[src/rtl/regression_train_controller_pkg.sv]
// Shared definitions for the regression training sequencer: state encoding,
// default sizing and the checker watchdog limit.
package regression_pkg;

  typedef enum logic [3:0] {
    IDLE        = 4'd0,
    CLEAR       = 4'd1,
    LOAD        = 4'd2,
    DRAIN       = 4'd3,
    UPDATE      = 4'd4,
    CHECK_START = 4'd5,
    CHECK_WAIT  = 4'd6,
    DECIDE      = 4'd7,
    FINISH      = 4'd8
  } state_t;

  localparam int DEF_N_SAMPLES  = 150;
  localparam int DEF_MAX_EPOCHS = 50;

  localparam int              WD_W     = 10;
  localparam logic [WD_W-1:0] WD_LIMIT = 10'd1023;

endpackage

[src/rtl/regression_train_controller_if.sv]
// Handshake bundle between the training sequencer (master) and the
// datapath / error-checker / host side (slave).
interface regression_train_controller_if #(
  parameter int ADDR_W  = 8,
  parameter int EPOCH_W = 8
);
  logic               start;
  logic               mem_rd;
  logic [ADDR_W-1:0]  mem_addr;
  logic               acc_clr;
  logic               acc_en;
  logic               coef_ld;
  logic               ec_en;
  logic               ec_done;
  logic               err_below;
  logic               busy;
  logic               done;
  logic               converged;
  logic [EPOCH_W-1:0] epoch;
  logic               timeout;

  modport master (
    input  start, ec_done, err_below,
    output mem_rd, mem_addr, acc_clr, acc_en, coef_ld, ec_en,
           busy, done, converged, epoch, timeout
  );

  modport slave (
    output start, ec_done, err_below,
    input  mem_rd, mem_addr, acc_clr, acc_en, coef_ld, ec_en,
           busy, done, converged, epoch, timeout
  );
endinterface

[src/rtl/regression_train_controller_ctrl_counter.sv]
// Up-counter with synchronous clear (priority over increment) and a
// terminal-count flag that is high while the count equals TERM.
module ctrl_counter #(
  parameter int           W    = 8,
  parameter logic [W-1:0] TERM = {W{1'b1}}
) (
  input  logic         clk,
  input  logic         rst,
  input  logic         clr,
  input  logic         inc,
  output logic [W-1:0] q,
  output logic         tc
);

  // Count register
  always_ff @(posedge clk or posedge rst) begin
    if (rst) begin
      q <= {W{1'b0}};
    end else if (clr) begin
      q <= {W{1'b0}};
    end else if (inc) begin
      q <= q + W'(1);
    end else begin
      q <= q;
    end
  end

  assign tc = (q == TERM);

endmodule

[src/rtl/regression_train_controller.sv]
// Training-loop sequencer: per epoch clear, stream samples, update coefficients,
// run the error checker. Optional checker watchdog: REGRESSION_TRAIN_CTRL_TIMEOUT_EN.
module regression_train_controller
  import regression_pkg::*;
#(
  parameter int N_SAMPLES  = DEF_N_SAMPLES,
  parameter int ADDR_W     = 8,
  parameter int EPOCH_W    = 8,
  parameter int MAX_EPOCHS = DEF_MAX_EPOCHS
) (
  input logic                          clk,
  input logic                          rst,
  regression_train_controller_if.master bus
);

  state_t state;
  logic   wait_first;
  logic   addr_clr, addr_inc, addr_tc;
  logic   epoch_clr, epoch_inc, epoch_tc;

  assign addr_clr  = (state == CLEAR);
  assign addr_inc  = (state == LOAD) && !addr_tc;
  assign epoch_clr = (state == IDLE) && bus.start;
  assign epoch_inc = (state == DECIDE) && !bus.err_below && !epoch_tc;

  // The address counter doubles as mem_addr; it parks on the last address after LOAD.
  ctrl_counter #(.W(ADDR_W), .TERM(ADDR_W'(N_SAMPLES - 1))) u_addr (
    .clk(clk), .rst(rst), .clr(addr_clr), .inc(addr_inc),
    .q(bus.mem_addr), .tc(addr_tc)
  );

  ctrl_counter #(.W(EPOCH_W), .TERM(EPOCH_W'(MAX_EPOCHS - 1))) u_epoch (
    .clk(clk), .rst(rst), .clr(epoch_clr), .inc(epoch_inc),
    .q(bus.epoch), .tc(epoch_tc)
  );

`ifdef REGRESSION_TRAIN_CTRL_TIMEOUT_EN
  logic            timeout_flag;
  logic            wd_clr, wd_inc, wd_tc;
  logic [WD_W-1:0] wd_cnt;

  assign wd_clr = (state == CHECK_START);
  assign wd_inc = (state == CHECK_WAIT);

  // tc one below the limit so the increment that reaches the limit is the one that fires.
  ctrl_counter #(.W(WD_W), .TERM(WD_LIMIT - 10'd1)) u_wd (
    .clk(clk), .rst(rst), .clr(wd_clr), .inc(wd_inc),
    .q(wd_cnt), .tc(wd_tc)
  );

  assign bus.timeout = timeout_flag;
`else
  assign bus.timeout = 1'b0;
`endif

  // Sequencer state and registered strobes/status
  always_ff @(posedge clk or posedge rst) begin
    if (rst) begin
      state         <= IDLE;
      wait_first    <= 1'b0;
      bus.mem_rd    <= 1'b0;
      bus.acc_clr   <= 1'b0;
      bus.acc_en    <= 1'b0;
      bus.coef_ld   <= 1'b0;
      bus.ec_en     <= 1'b0;
      bus.busy      <= 1'b0;
      bus.done      <= 1'b0;
      bus.converged <= 1'b0;
`ifdef REGRESSION_TRAIN_CTRL_TIMEOUT_EN
      timeout_flag  <= 1'b0;
`endif
    end else begin
      bus.mem_rd  <= 1'b0;
      bus.acc_clr <= 1'b0;
      bus.coef_ld <= 1'b0;
      bus.ec_en   <= 1'b0;
      bus.acc_en  <= bus.mem_rd;
      wait_first  <= 1'b0;
      case (state)
        IDLE: begin
          if (bus.start) begin
            state         <= CLEAR;
            bus.acc_clr   <= 1'b1;
            bus.busy      <= 1'b1;
            bus.done      <= 1'b0;
            bus.converged <= 1'b0;
`ifdef REGRESSION_TRAIN_CTRL_TIMEOUT_EN
            timeout_flag  <= 1'b0;
`endif
          end else begin
            state <= IDLE;
          end
        end
        CLEAR: begin
          state      <= LOAD;
          bus.mem_rd <= 1'b1;
        end
        LOAD: begin
          if (addr_tc) begin
            state <= DRAIN;
          end else begin
            state      <= LOAD;
            bus.mem_rd <= 1'b1;
          end
        end
        DRAIN: begin
          state       <= UPDATE;
          bus.coef_ld <= 1'b1;
        end
        UPDATE: begin
          state     <= CHECK_START;
          bus.ec_en <= 1'b1;
        end
        CHECK_START: begin
          state      <= CHECK_WAIT;
          wait_first <= 1'b1;
        end
        CHECK_WAIT: begin
          // ec_done may still show the previous idle level in the first cycle.
          if (!wait_first && bus.ec_done) begin
            state <= DECIDE;
`ifdef REGRESSION_TRAIN_CTRL_TIMEOUT_EN
          end else if (wd_tc) begin
            state        <= FINISH;
            timeout_flag <= 1'b1;
            bus.busy     <= 1'b0;
            bus.done     <= 1'b1;
`endif
          end else begin
            state <= CHECK_WAIT;
          end
        end
        DECIDE: begin
          if (bus.err_below) begin
            state         <= FINISH;
            bus.converged <= 1'b1;
            bus.busy      <= 1'b0;
            bus.done      <= 1'b1;
          end else if (epoch_tc) begin
            state    <= FINISH;
            bus.busy <= 1'b0;
            bus.done <= 1'b1;
          end else begin
            state       <= CLEAR;
            bus.acc_clr <= 1'b1;
          end
        end
        FINISH: begin
          state <= IDLE;
        end
        default: begin
          state    <= IDLE;
          bus.busy <= 1'b0;
        end
      endcase
    end
  end

endmodule

[src/flat_wrapper.sv]
// flat-port wrapper written by rule: the top's interface ports become plain ports
module regression_train_controller_flat import regression_pkg::*;
#(
  parameter int N_SAMPLES  = DEF_N_SAMPLES,
  parameter int ADDR_W     = 8,
  parameter int EPOCH_W    = 8,
  parameter int MAX_EPOCHS = DEF_MAX_EPOCHS
)
  (clk, rst, bus_start, bus_ec_done, bus_err_below, bus_mem_rd, bus_mem_addr, bus_acc_clr, bus_acc_en, bus_coef_ld, bus_ec_en, bus_busy, bus_done, bus_converged, bus_epoch, bus_timeout);
  regression_train_controller_if #(.ADDR_W(ADDR_W), .EPOCH_W(EPOCH_W)) bus_i ();
  input logic clk;
  input logic rst;
  input wire logic [$bits(bus_i.start)-1:0] bus_start;
  input wire logic [$bits(bus_i.ec_done)-1:0] bus_ec_done;
  input wire logic [$bits(bus_i.err_below)-1:0] bus_err_below;
  output wire logic [$bits(bus_i.mem_rd)-1:0] bus_mem_rd;
  output wire logic [$bits(bus_i.mem_addr)-1:0] bus_mem_addr;
  output wire logic [$bits(bus_i.acc_clr)-1:0] bus_acc_clr;
  output wire logic [$bits(bus_i.acc_en)-1:0] bus_acc_en;
  output wire logic [$bits(bus_i.coef_ld)-1:0] bus_coef_ld;
  output wire logic [$bits(bus_i.ec_en)-1:0] bus_ec_en;
  output wire logic [$bits(bus_i.busy)-1:0] bus_busy;
  output wire logic [$bits(bus_i.done)-1:0] bus_done;
  output wire logic [$bits(bus_i.converged)-1:0] bus_converged;
  output wire logic [$bits(bus_i.epoch)-1:0] bus_epoch;
  output wire logic [$bits(bus_i.timeout)-1:0] bus_timeout;
  assign bus_i.start = bus_start;
  assign bus_i.ec_done = bus_ec_done;
  assign bus_i.err_below = bus_err_below;
  assign bus_mem_rd = bus_i.mem_rd;
  assign bus_mem_addr = bus_i.mem_addr;
  assign bus_acc_clr = bus_i.acc_clr;
  assign bus_acc_en = bus_i.acc_en;
  assign bus_coef_ld = bus_i.coef_ld;
  assign bus_ec_en = bus_i.ec_en;
  assign bus_busy = bus_i.busy;
  assign bus_done = bus_i.done;
  assign bus_converged = bus_i.converged;
  assign bus_epoch = bus_i.epoch;
  assign bus_timeout = bus_i.timeout;
  regression_train_controller #(.N_SAMPLES(N_SAMPLES), .ADDR_W(ADDR_W), .EPOCH_W(EPOCH_W), .MAX_EPOCHS(MAX_EPOCHS)) u_core (.clk(clk), .rst(rst), .bus(bus_i));
endmodule
[config.mk]
export PLATFORM = sky130hd
export DESIGN_NAME = regression_train_controller_flat
export DESIGN_NICKNAME = d
export VERILOG_FILES = /design/src/rtl/regression_train_controller_pkg.sv /design/src/rtl/regression_train_controller_if.sv /design/src/rtl/regression_train_controller_ctrl_counter.sv /design/src/rtl/regression_train_controller.sv /design/src/flat_wrapper.sv
export SDC_FILE = /design/constraint.sdc
export NUM_CORES = 1
export LEC_CHECK = 0
export ABC_AREA = 1
export CAP_MARGIN = 25
export CORE_MARGIN = 2
export CORE_UTILIZATION = 29
export CTS_BUF_LIST = sky130_fd_sc_hd__clkbuf_4 sky130_fd_sc_hd__clkbuf_8
export DETAILED_ROUTE_END_ITERATION = 6
export GPL_TIMING_DRIVEN = 1
export PLACE_DENSITY = 0.52
export SETUP_SLACK_MARGIN = 0.02
export SKIP_LAST_GASP = 1
export SYNTH_ARGS = -nofsm -noshare
export SYNTH_HDL_FRONTEND = slang
export SYNTH_SLANG_ARGS = --single-unit
[constraint.sdc]
create_clock -name clk -period 3.4 [get_ports clk]
set_clock_uncertainty 0.2 [all_clocks]
set_input_delay 0.68 -clock clk [delete_from_list [all_inputs] [get_ports clk]]
set_output_delay 0.68 -clock clk [all_outputs]
set_load 0.02 [all_outputs]
== Word-level counts from Yosys, hierarchy flattened ==
Cells that the tools add are included.
Storage, ports and cells
  register bits after elaboration: 29
  input port bits: 5
  output and inout port bits: 25
  word-level logic and storage cells: 74
Cells by class
  $add $sub $neg: 2
  eq/ne operators: 13
  muxes and demuxes: 29
  bitwise gates (word level): 1
  reductions and logical operators: 17
Operator list (count)
  8-bit 2-to-1 mux: 4
  4-bit one-hot mux with 8 select lines: 1
  1-bit 2-to-1 mux: 17
  8-bit by 1-bit adder with 8-bit output (second input constant): 2
  4-bit by 3-bit equality test with 1-bit output (second input constant): 4
  3-bit AND reduction: 3
  4-bit by 2-bit equality test with 1-bit output (second input constant): 2
  8-bit by 6-bit equality test with 1-bit output (second input constant): 1
  8-bit equality test (second input constant): 1
  4-bit 2-to-1 mux: 2
  1-bit one-hot mux with 2 select lines: 4
  7-bit OR reduction: 1
  2-bit nonzero test: 3
  1-bit logical AND: 5
  4-bit by 1-bit equality test with 1-bit output (second input constant): 1
  4-bit equality test (second input constant): 1
  1-bit zero test: 4
  4-bit zero test: 1
  2-bit inequality test (second input constant): 2
  3-bit by 2-bit inequality test with 1-bit output (second input constant): 1
  1-bit one-hot mux with 3 select lines: 1
  1-bit NOT: 1

== Longest topological paths before layout ==
  word-level depth: 5
  depth in mapped cells: 10
  gate-level depth less buffers: 10

== By module ==
From an unflattened synthesis, not the netlist that was laid out.
Unflattened totals
  cell total of the unflattened synthesis: 203
  area, all modules: 1602.8 um^2
Modules (own cells, without submodules)
  regression_train_controller: times used 1, cells an instance 74, area each 625.6 um^2, sequential area each 325.3 um^2
  ctrl_counter (u_core.u_addr): times used 1, cells an instance 67, area each 496.7 um^2, sequential area each 200.2 um^2
  ctrl_counter (u_core.u_epoch): times used 1, cells an instance 62, area each 480.5 um^2, sequential area each 200.2 um^2

== Worst setup path before layout ==
No wires, ideal clock.
  kind: reg2reg
  start: reg u_core.u_epoch.q[1]
  end: reg u_core.u_epoch.q[5]
  library setup time: 0.119 ns
  arrival time: 1.264 ns
  data required time: 3.081 ns
  setup slack: 1.817 ns
  stages on the path, launching flop included: 11
  buffers on the path: 0
  period minus slack after synthesis: 1.583 ns
  cell sequence: dfrtp_1 inv_1 ha_1 nand2_1 nor2_1 nand2_1 nand2_2 nand2_4 inv_2 nand2_1 nand2_1
On the way
  cells in the longest elaborated chain, start to end: 4
  elaborated cells between the ends (all ways): 7
  those cells by class: 1 x add/sub; 1 x eq/ne; 2 x mux; 3 x reduce/logical
Ends and longest elaborated chain
  start: declaration: line regression_train_controller_ctrl_counter.sv:11  | output logic [W-1:0] q,
  start signal: assignment: line regression_train_controller_ctrl_counter.sv:18  | q <= {W{1'b0}};
  start signal: assignment: line regression_train_controller_ctrl_counter.sv:20  | q <= {W{1'b0}};
  start signal: assignment: line regression_train_controller_ctrl_counter.sv:22  | q <= q + W'(1);
  parallel branches: the longest is 4 deep, another holds 8-bit by 1-bit adder with 8-bit output
Several ways; the timed one is not identified. The select of a mux whose other input is x is not followed.
A chain may end at the register's enable or synchronous reset.

== Worst setup path in the final report ==
  start: reg u_core.u_addr.q[2]
  end: out bus_mem_addr[2]
RTL lines
  start: declaration: line regression_train_controller_ctrl_counter.sv:11
  start signal: assignment: line regression_train_controller_ctrl_counter.sv:18
  start signal: assignment: line regression_train_controller_ctrl_counter.sv:20
  start signal: assignment: line regression_train_controller_ctrl_counter.sv:22
  end: declaration: line flat_wrapper.sv:17  | output wire logic [$bits(bus_i.mem_addr)-1:0] bus_mem_addr;
No word-level cell between the ends.

==> summary.txt <==
Power
  – Flop pwr share: 52.3%
  – P per Cell Area: 323 nW/um2
  – Leak: 1.06 nW
  – NetSw: 0.142 mW
  – Internal power: 0.521 mW
  – Switch share: 21.4%
  – Power share of the clock group: 45.1%
  – Combinational power share: 2.6%
  – Peak VDD IR: 0.000158 V

Clock tree
  – Hold Buf Count CTS: 0
  – Number of gates resized after cts: 0
  – Clock Path Buffers: 2
  – Clk slew on worst S/H paths: 60 ps
  – Post-CTS Repair Setup Buffers: 0
  – CTS tree: yes
  – Clock latency on the worst-skew pair: 280 ps
  – TritonCTS Sinks: 29
  – H-tree depth: 2
  – Clock Root Buffer: clkbuf_8
  – Total CTS buffers: 5

Route
  – Initial DRT Pass Iterations: 4
  – Final antenna-violating net count: 0
  – DRT Wirelength: 3.51 mm
  – Vias: 1376
  – Residual DRC: 0
  – Vias per inst: 4.44
  – 1st-iter DRT viols: 36
  – DR WL/cell: 11.3 um

Yosys
  – Synth Cell Area: 1590 um2
  – EDFF count, synth: 0
  – Sequential fraction of the synthesis area: 45.6%
  – Post-Syn Instances: 205
  – #FFs+latches synth: 29
  – Synth warn: 0
  – Prevailing post-synth register cell: dfrtp_1
  – Synth unique cells: 24
  – Avg Inst Size Synth: 7.76 um2
  – Post-Syn Nets: 214
  – Post-synth ARST share: 100%

Worst setup path
  – Crit-path max FO: 7
  – Critical Path Source Type: flop
  – Largest delay share family, worst path: buffers and inverters
  – Crit path launch: u_core.u_addr.q[2]
  – Reg2Reg Setup Slack: 1720 ps
  – RR Startpoint: u_core.state[0]
  – CP Cell Sequence: clkdlybuf4s50_1
  – Worst Path Required: 2520 ps
  – CP max stage cell: clkdlybuf4s50_1
  – CP endpoint kind: output port
  – Arrival time worst endpoint: 1410 ps
  – Reg2reg path depth: 8
  – Critical register-to-register path endpoint: u_core.u_epoch.q[6]
  – Slowest cell delay on critical path: 660 ps
  – WS Path Type: reg2out
  – Sum of buffers and inverters on the critical path: 1

Hold path
  – HP Class: reg2reg
  – Hold depth: 0
  – Worst Hold Launch: u_core.bus.mem_rd
  – Hold EP: u_core.bus.acc_en

Timing
  – Setup TNS Final: 0 ps
  – Setup ws final: 1110 ps
  – Hold Fails Final Rpt: 0
  – Minimum clock period: 2290 ps
  – Final Cycle Share: 67.3%
  – RSZ-0062 raised after global routing: false
  – Fmax: 437 MHz
  – Final setup viols: 0
  – Pins Over Slew Limit: 0

Finish
  – Fillers: 548
  – Share of post-route cells with drive strength above 1: 10.0%
  – P&R area growth vs syn: 28.8%
  – Antenna diodes: 0
  – Sequential cell area: 726 um2
  – Multi-input gate area: 738 um2
  – # nets final: 249

Floorplan
  – DIE HEIGHT: 78.1 um
  – Top Ports: 30
  – Starting Density: 30.6%
  – Die area: 6100 um2
  – Die W: 78.1 um
  – Core area: 5200 um2
  – Standard-cell row count: 26

Placed design
  – Pre-CTS WS: 1270 ps
  – Gpl congestion: 0.789
  – Hpwl dp: 2.47 mm
  – IO buf count: 28

Flow run
  – Max_cap viols: 0

Global routing
  – Remaining Overflow, GRT: 0
  – Initial antenna violation count: 0
  – Total GRT Usage: 12.6%
  – Vias in the first global route: 1304
  – Largest net degree at the start of global routing: 30
  – First-pass GRT wire length: 6.11 mm

Status
  – Status: finished clean
## cells by family after synthesis
kind of cell    synth area share, %
xor+xnor                       3.85
simple gates                   35.0
buf+inv                        8.02
fa+ha+maj                      3.14
flops                          45.6
compound gates                 4.17
other cells                   0.236
## registers in the layout, summed over array words and instances, names as in the netlist
signal,count
u_core.bus.acc_clr,1
u_core.bus.acc_en,1
u_core.bus.busy,1
u_core.bus.coef_ld,1
u_core.bus.converged,1
u_core.bus.done,1
u_core.bus.ec_en,1
u_core.bus.mem_rd,1
u_core.state,4
u_core.u_addr.q,8
u_core.u_epoch.q,8
u_core.wait_first,1
## layer usage
layer	track usage (%)	up-vias	share of wire, %
met4	3.68	0	1.3
met3	4.37	6	4.9
met2	19.7	32	46
met1	16.4	631	48
li1	-	707	-
met5	0	-	0
## worst reg2reg max path: stages (launching register included)
cell and delay [ps]:
dfrtp_1 400, inv_1 120, nand2_1 90, inv_1 130, nand3_2 250, nand2_4 200
inv_2 70, nand2_1 60, nand2_1 50
## final cells by class
cell class,count,share of cell area [%]
multi-input combinational,143,36.0
timing repair buffer,29,14.0
sequential,29,35.4
inverter,32,5.86
clock buffer,7,4.40
tap,70,4.27
## Yosys cell counts, types with 2 or more instances
master | count | area, um2
inv_2 | 2 | 7.51
nand2_2 | 2 | 12.5
nand2_1 | 61 | 229
nor2_2 | 3 | 18.8
nand4_1 | 7 | 43.8
o21ai_2 | 2 | 17.5
inv_1 | 30 | 113
nor2_4 | 4 | 45.0
nand3_1 | 20 | 100
xor2_1 | 6 | 52.6
nor3_1 | 2 | 10.0
ha_1 | 4 | 50.1
dfrtp_1 | 29 | 726
o21ai_0 | 7 | 35.0
nor2_1 | 17 | 63.8
## worst max path at each step
stage	to	slack, ps	cells past startpoint
after floorplan	u_core.u_epoch.q[5]	1820	10
after global placement	u_core.u_epoch.q[5]	1270	6
after detailed placement	u_core.u_epoch.q[6]	1270	6
after CTS	bus_mem_addr[2]	1090	1
final	bus_mem_addr[2]	1110	1
after global routing	bus_epoch[6]	1050	1
## through the flow
| stage | utilization, % | hold WS (ps) | area, um2 | power, mW | std cells |
|---|---|---|---|---|---|
| after floorplan | - | 292 | 1590 | 0.362 | 205 |
| after global placement | 37.6 | 171 | 1960 | 0.371 | 303 |
| after detailed placement | 37.6 | 172 | 1960 | 0.371 | 303 |
| after CTS | 39.4 | 186 | 2050 | 0.673 | 310 |
| after global routing | 39.4 | 215 | 2050 | 0.691 | 310 |
| final | 39.4 | 184 | 2050 | 0.662 | 310 |
## placed cells by master (no fill, tap or decap), types with 2 or more instances in the layout
cell type	Yosys	layout
inv_1	30	30
nand3_1	20	20
inv_2	2	2
xor2_1	6	6
o21ai_0	7	7
nor2_1	17	17
ha_1	4	4
nand2_1	61	61
nor2_4	4	4
clkdlybuf4s50_1	0	28
clkbuf_8	0	6
o21ai_2	2	2
nor3_1	2	2
dfrtp_1	29	29
nand2_2	2	2
nand4_1	7	7
nor2_2	3	3
## power by group through the flow
| stage | combinational [mW] | clock, mW | sequential (mW) |
|---|---|---|---|
| finish | 0.0173 | 0.299 | 0.346 |
| global route | 0.0198 | 0.325 | 0.346 |
| CTS | 0.0184 | 0.309 | 0.346 |
| detailed placement | 0.0183 | 0 | 0.352 |
| global placement | 0.0183 | 0 | 0.352 |
| floorplan | 0.00843 | 0 | 0.353 |
Power figures use the tool's default switching activity.
